===== config.mk =====
export PLATFORM = sky130hd
export DESIGN_NAME = tinst_sched
export DESIGN_NICKNAME = d
export VERILOG_FILES = /design/src/rtl/tinst_sched_pkg.sv /design/src/rtl/tinst_fifo.sv /design/src/rtl/tinst_sched.sv
export SDC_FILE = /design/constraint.sdc
export NUM_CORES = 1
export LEC_CHECK = 0
export CELL_PAD_IN_SITES_DETAIL_PLACEMENT = 1
export CELL_PAD_IN_SITES_GLOBAL_PLACEMENT = 2
export CORE_UTILIZATION = 35
export CTS_BUF_LIST = sky130_fd_sc_hd__clkbuf_2
export CTS_CLUSTER_SIZE = 14
export DETAILED_ROUTE_END_ITERATION = 7
export PLACE_DENSITY = 0.7
export SYNTH_ARGS = -nofsm -noshare
export SYNTH_HDL_FRONTEND = slang
export SYNTH_SLANG_ARGS = --single-unit

===== constraint.sdc =====
create_clock -name clk -period 4.1 [get_ports clk]
set_input_delay 0.615 -clock clk [delete_from_list [all_inputs] [get_ports clk]]
set_output_delay 0.615 -clock clk [all_outputs]
set_load 0.03 [all_outputs]

===== src/rtl/tinst_sched_pkg.sv =====
// Shared encodings, field widths and the packed instruction word for the tensor scheduler.
// Pure declarations: no logic, no latency, no flow control.
package tinst_sched_pkg;

   localparam int TINST_TYPE_WIDTH     = 2;
   localparam int TLOAD_DATAW_WIDTH    = 2;
   localparam int TMMA_PRECISION_WIDTH = 2;
   localparam int ADDR_WIDTH           = 32;

   localparam logic [TINST_TYPE_WIDTH-1:0] TINST_TYPE_PRELOADA = 2'd1;
   localparam logic [TINST_TYPE_WIDTH-1:0] TINST_TYPE_PRELOADC = 2'd2;
   localparam logic [TINST_TYPE_WIDTH-1:0] TINST_TYPE_TMMA     = 2'd3;

   typedef struct packed {
      logic [TINST_TYPE_WIDTH-1:0]     ttype;
      logic [TLOAD_DATAW_WIDTH-1:0]    dw;
      logic [ADDR_WIDTH-1:0]           addr0;
      logic [ADDR_WIDTH-1:0]           addr1;
      logic [TMMA_PRECISION_WIDTH-1:0] prec;
      logic                            acc;
   } tinst_t;

   typedef enum logic {
      OUT_EMPTY  = 1'b0,
      OUT_LOADED = 1'b1
   } out_state_e;

endpackage


===== src/rtl/tinst_fifo.sv =====
// Generic synchronous FIFO with wrap-around pointers carrying an extra MSB.
// Latency: write visible at head one cycle after push; read data is the combinational head.
// Backpressure: caller must not push when full nor pop when empty; push+pop when full is legal.
module tinst_fifo #(
   parameter int DEPTH = 4,
   parameter int WIDTH = 8
) (
   input  logic             clk,
   input  logic             rst_n,
   input  logic             push,
   input  logic [WIDTH-1:0] wdat,
   input  logic             pop,
   output logic [WIDTH-1:0] rdat,
   output logic             full,
   output logic             empty
);

   localparam int AW = $clog2(DEPTH);

   logic [WIDTH-1:0] mem [DEPTH];
   logic [AW:0]      wr_ptr;
   logic [AW:0]      rd_ptr;

   always_ff @(posedge clk or negedge rst_n) begin
      if (!rst_n) begin
         wr_ptr <= '0;
         rd_ptr <= '0;
      end else begin
         if (push) wr_ptr <= wr_ptr + 1'b1;
         if (pop)  rd_ptr <= rd_ptr + 1'b1;
      end
   end

   always_ff @(posedge clk) begin
      if (push) mem[wr_ptr[AW-1:0]] <= wdat;
   end

   assign rdat  = mem[rd_ptr[AW-1:0]];
   assign empty = (wr_ptr == rd_ptr);
   assign full  = (wr_ptr[AW] != rd_ptr[AW]) && (wr_ptr[AW-1:0] == rd_ptr[AW-1:0]);

endmodule


===== src/rtl/tinst_sched.sv =====
// In-order tensor-instruction scheduler: FIFO + one output register, drops unsatisfiable heads.
// Latency: 2 cycles push->issue_tinst_valid_o, then 1 issue/cycle; optional counters via TINST_SCHED_PERF_EN.
// Backpressure: output held stable while ~issue_tinst_ready_i; dec_tinst_ready_o = FIFO not full.
module tinst_sched
   import tinst_sched_pkg::*;
#(
   parameter int FIFO_DEPTH = 4,
   parameter int A_BUF_NUM  = 2
) (
   input  logic                            clk,
   input  logic                            rst_n,
   input  logic                            dec_tinst_valid_i,
   output logic                            dec_tinst_ready_o,
   input  logic [TINST_TYPE_WIDTH-1:0]     dec_tinst_type_i,
   input  logic [TLOAD_DATAW_WIDTH-1:0]    dec_tinst_dw_i,
   input  logic [ADDR_WIDTH-1:0]           dec_tinst_addr0_i,
   input  logic [ADDR_WIDTH-1:0]           dec_tinst_addr1_i,
   input  logic [TMMA_PRECISION_WIDTH-1:0] dec_tinst_prec_i,
   input  logic                            dec_tinst_acc_i,
   output logic                            issue_tinst_valid_o,
   input  logic                            issue_tinst_ready_i,
   output logic [TINST_TYPE_WIDTH-1:0]     issue_tinst_type_o,
   output logic [TLOAD_DATAW_WIDTH-1:0]    issue_tinst_dw_o,
   output logic [ADDR_WIDTH-1:0]           issue_tinst_addr0_o,
   output logic [ADDR_WIDTH-1:0]           issue_tinst_addr1_o,
   output logic [TMMA_PRECISION_WIDTH-1:0] issue_tinst_prec_o,
   output logic                            issue_tinst_acc_o,
   output logic                            sched_err_o,
   output logic                            sched_idle_o
`ifdef TINST_SCHED_PERF_EN
   ,
   output logic [31:0]                     perf_issue_o,
   output logic [31:0]                     perf_stall_o,
   output logic [31:0]                     perf_drop_o
`endif
);

   localparam int              ACW       = $clog2(A_BUF_NUM + 1);
   localparam logic [ACW-1:0]  A_CNT_MAX = A_BUF_NUM[ACW-1:0];
   localparam logic [ACW:0]    A_PEND_MAX = A_BUF_NUM[ACW:0];

   tinst_t     push_dat, head, out_q;
   logic       fifo_full, fifo_empty, fifo_push, fifo_pop;
   out_state_e state_q, state_d;
   logic       out_vld, out_load, hs;
   logic       head_elig, head_drop;
   logic [ACW-1:0] a_cnt;
   logic [ACW:0]   a_pend;
   logic       c_valid, c_pend, out_pa, out_tm, err_q;

   assign push_dat = '{ttype: dec_tinst_type_i, dw: dec_tinst_dw_i, addr0: dec_tinst_addr0_i,
                       addr1: dec_tinst_addr1_i, prec: dec_tinst_prec_i, acc: dec_tinst_acc_i};
   assign fifo_push = dec_tinst_valid_i & ~fifo_full;
   assign fifo_pop  = out_load | head_drop;

   tinst_fifo #(.DEPTH(FIFO_DEPTH), .WIDTH($bits(tinst_t))) u_fifo (
      .clk   (clk),
      .rst_n (rst_n),
      .push  (fifo_push),
      .wdat  (push_dat),
      .pop   (fifo_pop),
      .rdat  (head),
      .full  (fifo_full),
      .empty (fifo_empty)
   );

   assign out_vld = (state_q == OUT_LOADED);
   assign hs      = out_vld & issue_tinst_ready_i;
   assign out_pa  = out_vld & (out_q.ttype == TINST_TYPE_PRELOADA);
   assign out_tm  = out_vld & (out_q.ttype == TINST_TYPE_TMMA);
   // Out-stage contents are committed already, so count them as if issued; this keeps a
   // TMMA(acc) behind a not-yet-handshaked PRELOADC/TMMA from being dropped spuriously.
   assign a_pend  = {1'b0, a_cnt} + {{ACW{1'b0}}, out_pa} - {{ACW{1'b0}}, out_tm};
   assign c_pend  = c_valid | (out_vld & (out_q.ttype == TINST_TYPE_PRELOADC)) | out_tm;

   always_comb begin
      head_elig = 1'b0;
      head_drop = 1'b0;
      if (!fifo_empty) begin
         case (head.ttype)
            TINST_TYPE_PRELOADA: head_elig = (a_pend < A_PEND_MAX);
            TINST_TYPE_PRELOADC: head_elig = 1'b1;
            TINST_TYPE_TMMA: begin
               if ((a_pend == '0) || (head.acc && !c_pend)) head_drop = 1'b1;
               else                                         head_elig = 1'b1;
            end
            default: head_drop = 1'b1;
         endcase
      end
   end

   always_comb begin
      state_d  = state_q;
      out_load = 1'b0;
      case (state_q)
         OUT_EMPTY: begin
            if (head_elig) begin
               out_load = 1'b1;
               state_d  = OUT_LOADED;
            end
         end
         OUT_LOADED: begin
            if (hs) begin
               if (head_elig) out_load = 1'b1;
               else           state_d  = OUT_EMPTY;
            end
         end
         default: state_d = OUT_EMPTY;
      endcase
   end

   always_ff @(posedge clk or negedge rst_n) begin
      if (!rst_n) begin
         state_q <= OUT_EMPTY;
         out_q   <= '0;
         a_cnt   <= '0;
         c_valid <= 1'b0;
         err_q   <= 1'b0;
      end else begin
         state_q <= state_d;
         err_q   <= head_drop;
         if (out_load) out_q <= head;
         if (hs) begin
            case (out_q.ttype)
               TINST_TYPE_PRELOADA: if (a_cnt < A_CNT_MAX) a_cnt <= a_cnt + 1'b1;
               TINST_TYPE_TMMA: begin
                  if (a_cnt != '0) a_cnt <= a_cnt - 1'b1;
                  c_valid <= 1'b1;
               end
               TINST_TYPE_PRELOADC: c_valid <= 1'b1;
               default: ;
            endcase
         end
      end
   end

   assign dec_tinst_ready_o   = ~fifo_full;
   assign issue_tinst_valid_o = out_vld;
   assign issue_tinst_type_o  = out_q.ttype;
   assign issue_tinst_dw_o    = out_q.dw;
   assign issue_tinst_addr0_o = out_q.addr0;
   assign issue_tinst_addr1_o = out_q.addr1;
   assign issue_tinst_prec_o  = out_q.prec;
   assign issue_tinst_acc_o   = out_q.acc;
   assign sched_err_o         = err_q;
   assign sched_idle_o        = fifo_empty & ~out_vld;

`ifdef TINST_SCHED_PERF_EN
   always_ff @(posedge clk or negedge rst_n) begin
      if (!rst_n) begin
         perf_issue_o <= '0;
         perf_stall_o <= '0;
         perf_drop_o  <= '0;
      end else begin
         if (hs)        perf_issue_o <= perf_issue_o + 1'b1;
         if (head_drop) perf_drop_o  <= perf_drop_o + 1'b1;
         if (!fifo_empty && !head_elig && !head_drop) perf_stall_o <= perf_stall_o + 1'b1;
      end
   end
`endif

endmodule


==> reports/results.ini, run 1 <==
[clock_network]
clk_pin_slew_ns=0.10
cts_tree=done
clockBufferDepth=3
clock_latency_ns=0.97
root_buffer=clkbuf_2
numCtsBuffers=96
clock_sinks=366
cts_htree_levels=3

[timing]
fin_crit_sh_pct=92.5
fmax_mhz=264
fin_skew_ns=0.0531
finalHoldViolCount=0
slew_violations=0
relSlewSlack_pct=36.9
worst_pin_slew_ns=0.946
rsz0062_at_grt=false
setup_viol=0
period_minus_slack_ns=3.79
setup_tns_ns=0

[setup_path]
path_cells=xor2_1, or3_1, nor2_1, clkdlybuf4s50_1
critPathSlowestCell=dfrtp_4
worst_ep_arrival_time_ns=3.18
path_max_fanout=27
rrSetupSlack_ns=0.77
rr_endpoint=issue_tinst_addr1_o[10]$_DFFE_PN0P_
start_kind=register
critPathMaxStageDelay_ns=0.68
worstPathRequired_ns=3.48
cp-end-kind=output pin
path_delay_family=flip-flops
crit_type=register to output pin
rr_startpoint=issue_tinst_valid_o$_DFF_PN0_
ff2ff_path_depth=11
crit_start=u_fifo.rd_ptr[1]$_DFFE_PN0P_
worst-path-buf-inv=1

[cells_and_area]
utilization_pct=43.5
final_nets=924
layout.cells.non_filler=1441
fin_area_um2=16900
drive_gt1_share_pct=35.7
area_growth_pct=22.4
n_fill_cell=3777

[yosys]
synth_compound_area_share_pct=0.727
netlist_area_um2=13800
synth-seq-cells=366
synth.distinct_cells=32
synth_fp_nets=686
yosysWarnings=0
synthCells=599
synth_enable_flop_cells=284
synthFlopType=edfxtp_1
synth-adder-area-share_pct=1.14
synthXorXnorAreaFrac_pct=0.509
yosys.area_share.simple_pct=0.772
seq_area_frac_synth_pct=76.8
synth_top_family_by_area=multiplexers
muxShareOfSynthArea_pct=18.8
avgSynthCellArea_um2=23.0
async_reset_ff_share_pct=22.4

[placement]
gp_congestion=0.691
dpl.cell_count=1256
hpwl_um=17400
io_buffers=149
placed_cell_area_um2=15900

[grt]
grt_pass1_wl_um=45700
grt_max_degree=50
grt_overflow=0
antenna_found_initial=3
grt_pass1_vias=7914
grt_usage_pct=15.1

[min_path]
hold_class=primary input to asynchronous set/reset pin

[routing]
drc=0
drtPass1Iterations=4
via_per_inst=4.67
routed-via-count=6730
wl_per_cell_um=20.3
final_antenna_net_count=0
drt_iter0_markers=267
wirelength_um=29200

[die]
die_w_um=200
core.rowCount=72
die_area_um2=40200
start_util_pct=35.6
coreArea_um2=38700
boundaryPins=150
die_y_um=200

[power]
power_density_nw_per_um2=832
leakage_uw=0.00616
ir_drop_mv=0.560

[flow_run]
cap_violations=0

[outcome]
status=finished clean

logic make-up (layout without fill, tap and decap cells):
kind of cell / count (synthesis) / in the layout
flops: 366 / 366
mux: 143 / 143
buf+inv: 35 / 356
simple gates: 21 / 21
compound gates: 14 / 14
fa+ha+maj: 12 / 12
xor+xnor: 8 / 8
other cells: 0 / 3
cells in the final DEF (no fill, tap or decap), drive strengths merged, types with 2 or more instances in the layout:
cell	synthesis	final
a21oi	4	4
edfxtp	284	284
dfrtp	82	82
xnor2	2	2
clkbuf	13	155
clkinvlp	0	2
clkdlybuf4s50	0	148
a31o	2	2
and3	6	6
diode	0	3
xor2	6	6
o21ai	3	3
ha	11	11
inv	11	13
clkinv	0	21
nand2	5	5
buf	11	15
mux2	72	72
nor2	4	4
mux4	71	71
power by group:
group          internal [uW]  switching (uW)
Sequential              5190             520
Combinational           2890            2900
Clock                   1060            1470
Total                   9140            4890
sequential cells by signal (all words and copies together), names as in the netlist:
name	flops
issue_tinst_addr0_o	32
a_cnt	2
issue_tinst_addr1_o	32
issue_tinst_dw_o	2
sched_err_o	1
issue_tinst_acc_o	1
issue_tinst_prec_o	2
issue_tinst_type_o	2
c_valid	1
u_fifo.wr_ptr	3
u_fifo.mem	284
u_fifo.rd_ptr	3
issue_tinst_valid_o	1
metrics by stage:
| stage | setup WS (ns) | total power (uW) | hold WS (ns) |
|---|---|---|---|
| 2_1_floorplan | 0.676 | 9810 | 0.319 |
| 3_3_place_gp | 0.876 | 11500 | 0.455 |
| 3_5_place_dp | 0.760 | 11700 | 0.478 |
| 4_1_cts | 0.121 | 14300 | 0.107 |
| 5_1_grt | 0.0459 | 14900 | 0.125 |
| 6_report | 0.309 | 14000 | 0.253 |
cell usage after synthesis (all sizes together) (2+ instances only):
cell | n | area share (%)
mux4 | 71 | 12
dfrtp | 82 | 15
ha | 11 | 1.0
inv | 11 | 0.30
o21ai | 3 | 0.11
edfxtp | 284 | 62
a21oi | 4 | 0.15
nand2 | 5 | 0.14
a31o | 2 | 0.13
and3 | 6 | 0.27
xnor2 | 2 | 0.13
clkbuf | 13 | 0.35
buf | 11 | 0.63
xor2 | 6 | 0.38
nor2 | 4 | 0.11
mux2 | 72 | 7.1
metal layers:
metal | GRT usage [%] | vias up | wire length (um)
met5 | 0 | - | 13
met4 | 5.70 | 2 | 472
met3 | 4.98 | 45 | 1690
met2 | 25.5 | 184 | 14900
met1 | 17.8 | 3536 | 12100
li1 | - | 2963 | -
layout make-up:
class                      instances  area [um2]  share of cell area [%]
clock inverter                    26         131                   0.779
antenna                            3        7.51                  0.0445
inverter                          11        41.3                   0.245
sequential                       366       10600                    62.8
timing repair buffer             164        1620                    9.59
tap                              518         648                    3.84
clock buffer                     155         776                    4.60
multi-input combinational        198        3050                    18.1
worst max path at each step:
stage                                    to  slack, ns  depth (start not counted)
6_report                       sched_idle_o       0.31                          4
5_1_grt                        sched_idle_o       0.05                          4
4_1_cts                        sched_idle_o       0.12                          4
3_5_place_dp   u_fifo.rd_ptr[1]$_DFFE_PN0P_       0.76                         13
3_3_place_gp   u_fifo.rd_ptr[1]$_DFFE_PN0P_       0.88                         12
2_1_floorplan    u_fifo.mem[3][0]$_DFFE_PP_       0.68                          5
repair_timing:
item	4_1_cts	5_1_grt
hold buffers	1	0
resized for setup	0	0
setup buffers	0	0
endpoints found under the hold margin	48	0
(Power assumes the default switching activity.)
==> run 2, diff against run 1 <==
Settings changed: SKIP_CTS_REPAIR_TIMING set to 1.
==> reports/results.ini, run 2 (synthesis results as in run 1) <==
[power]
combPwrFrac_pct=41.3
p_clk_share_pct=18.0
power_density_nw_per_um2=832
ir_drop_mv=0.560
p_int_uw=9140
leakage_uw=0.00616
netSwitchingFraction_pct=34.8
p_sw_uw=4890
p_seq_share_pct=40.7

[timing]
setup_tns_ns=0
fmax_mhz=264
fin_crit_sh_pct=92.5
fin_skew_ns=0.0531
slew_violations=0
worst_pin_slew_ns=0.946
relSlewSlack_pct=36.9
period_minus_slack_ns=3.79
setup_viol=0
finalHoldViolCount=0
rsz0062_at_grt=false

[setup_path]
path_cells=xor2_1, or3_1, nor2_1, clkdlybuf4s50_1
rr_startpoint=issue_tinst_valid_o$_DFF_PN0_
path_delay_family=flip-flops
critPathSlowestCell=dfrtp_4
ff2ff_path_depth=11
cp-end-kind=output pin
worst-path-buf-inv=1
rrSetupSlack_ns=0.77
start_kind=register
path_max_fanout=27
crit_type=register to output pin
cp_num_cells=4
worstPathRequired_ns=3.48
critPathMaxStageDelay_ns=0.68
worst_ep_arrival_time_ns=3.18
rr_endpoint=issue_tinst_addr1_o[10]$_DFFE_PN0P_

[routing]
wl_per_cell_um=20.3
drc=0
wirelength_um=29200
drtPass1Iterations=4
via_per_inst=4.67
drt_iter0_markers=267
routed-via-count=6730
final_antenna_net_count=0

[die]
die_area_um2=40200
die_w_um=200
core.rowCount=72
coreArea_um2=38700
boundaryPins=150
start_util_pct=35.6
die_y_um=200

[grt]
grt_max_degree=50
grt_usage_pct=15.1
grt_pass1_vias=7906
grt_overflow=0
grt_pass1_wl_um=45700
antenna_found_initial=3

[clock_network]
cts_htree_levels=3
cts_tree=done
clockBufferDepth=3
clock_sinks=366
numCtsBuffers=96
clock_latency_ns=0.97
clk_pin_slew_ns=0.10
root_buffer=clkbuf_2

[cells_and_area]
final_common_cell=edfxtp_1
layout_common_cells=edfxtp_1 (284), clkbuf_2 (155), clkdlybuf4s50_1 (148), dfrtp_1 (80), mux4_2 (71)
layout.cells.non_filler=1441
largest_reg_flops=284
fin_area_um2=16900
drive_gt1_share_pct=35.7
area_growth_pct=22.4
utilization_pct=43.5
final_nets=924

[min_path]
hold_class=primary input to asynchronous set/reset pin

[placement]
gp_congestion=0.691
dpl.cell_count=1256
hpwl_um=17400
io_buffers=149
placed_cell_area_um2=15900

[flow_run]
cap_violations=0

[outcome]
status=finished clean

==> run 2: cell counts in the layout (fill, tap and decap cells not counted) <==
No cell type changed its count.
==> run 2: power by group through the flow <==
| stage | Combinational, uW | Sequential, uW | Clock (uW) |
|---|---|---|---|
| 2_1_floorplan | 3470 | 6340 | 0 |
| 3_3_place_gp | 5790 | 5730 | 0 |
| 3_5_place_dp | 5930 | 5810 | 0 |
| 4_1_cts | 5940 | 5740 | 2660 |
| 5_1_grt | 6210 | 5830 | 2830 |
| 6_report | 5790 | 5710 | 2520 |
==> run 2: worst reg2reg max path: cells and delay by family, from the launching register on <==
kind / cells / cell delay [ns]
simple gates: 1 / 0.22
buf+inv: 3 / 0.63
compound gates: 2 / 0.50
xor+xnor: 1 / 0.18
mux: 1 / 0.40
fa+ha+maj: 3 / 0.80
flops: 1 / 0.47
==> run 2: worst max-delay path by stage <==
stage                                 startpoint                            to  slack (ns)
6_report            u_fifo.rd_ptr[1]$_DFFE_PN0P_                  sched_idle_o        0.31
3_3_place_gp       issue_tinst_valid_o$_DFF_PN0_  u_fifo.rd_ptr[1]$_DFFE_PN0P_        0.88
2_1_floorplan       u_fifo.rd_ptr[1]$_DFFE_PN0P_    u_fifo.mem[3][0]$_DFFE_PP_        0.68
5_1_grt             u_fifo.rd_ptr[1]$_DFFE_PN0P_                  sched_idle_o        0.05
4_1_cts             u_fifo.rd_ptr[1]$_DFFE_PN0P_                  sched_idle_o        0.12
3_5_place_dp   issue_tinst_type_o[1]$_DFFE_PN0P_  u_fifo.rd_ptr[1]$_DFFE_PN0P_        0.76
==> run 2: through the flow <==
stage                     total power, uW  setup WS [ns]  hold slack (ns)
final                               14000          0.309            0.248
after global routing                14900         0.0459            0.125
after CTS                           14300          0.121           -0.424
after detailed placement            11700          0.760            0.478
after global placement              11500          0.876            0.455
after floorplan                      9810          0.676            0.319
==> run 2: routing by layer <==
metal  wire length (um)  share of wire (%)  global-route usage [%]
met2              14900                 51                    25.5
met4                472                1.6                    5.70
met1              12100                 41                    17.8
met5                 13              0.044                       0
met3               1690                5.8                    5.00
==> run 2: cell type report <==
type	count	area [um2]
diodes	3	7.51
inverters	11	41.3
clock inverters	26	131
clock buffers	155	776
well taps	518	648
multi-input cells	198	3050
repair buffers	164	1620
fillers	3777	21900
flip-flops and latches	366	10600
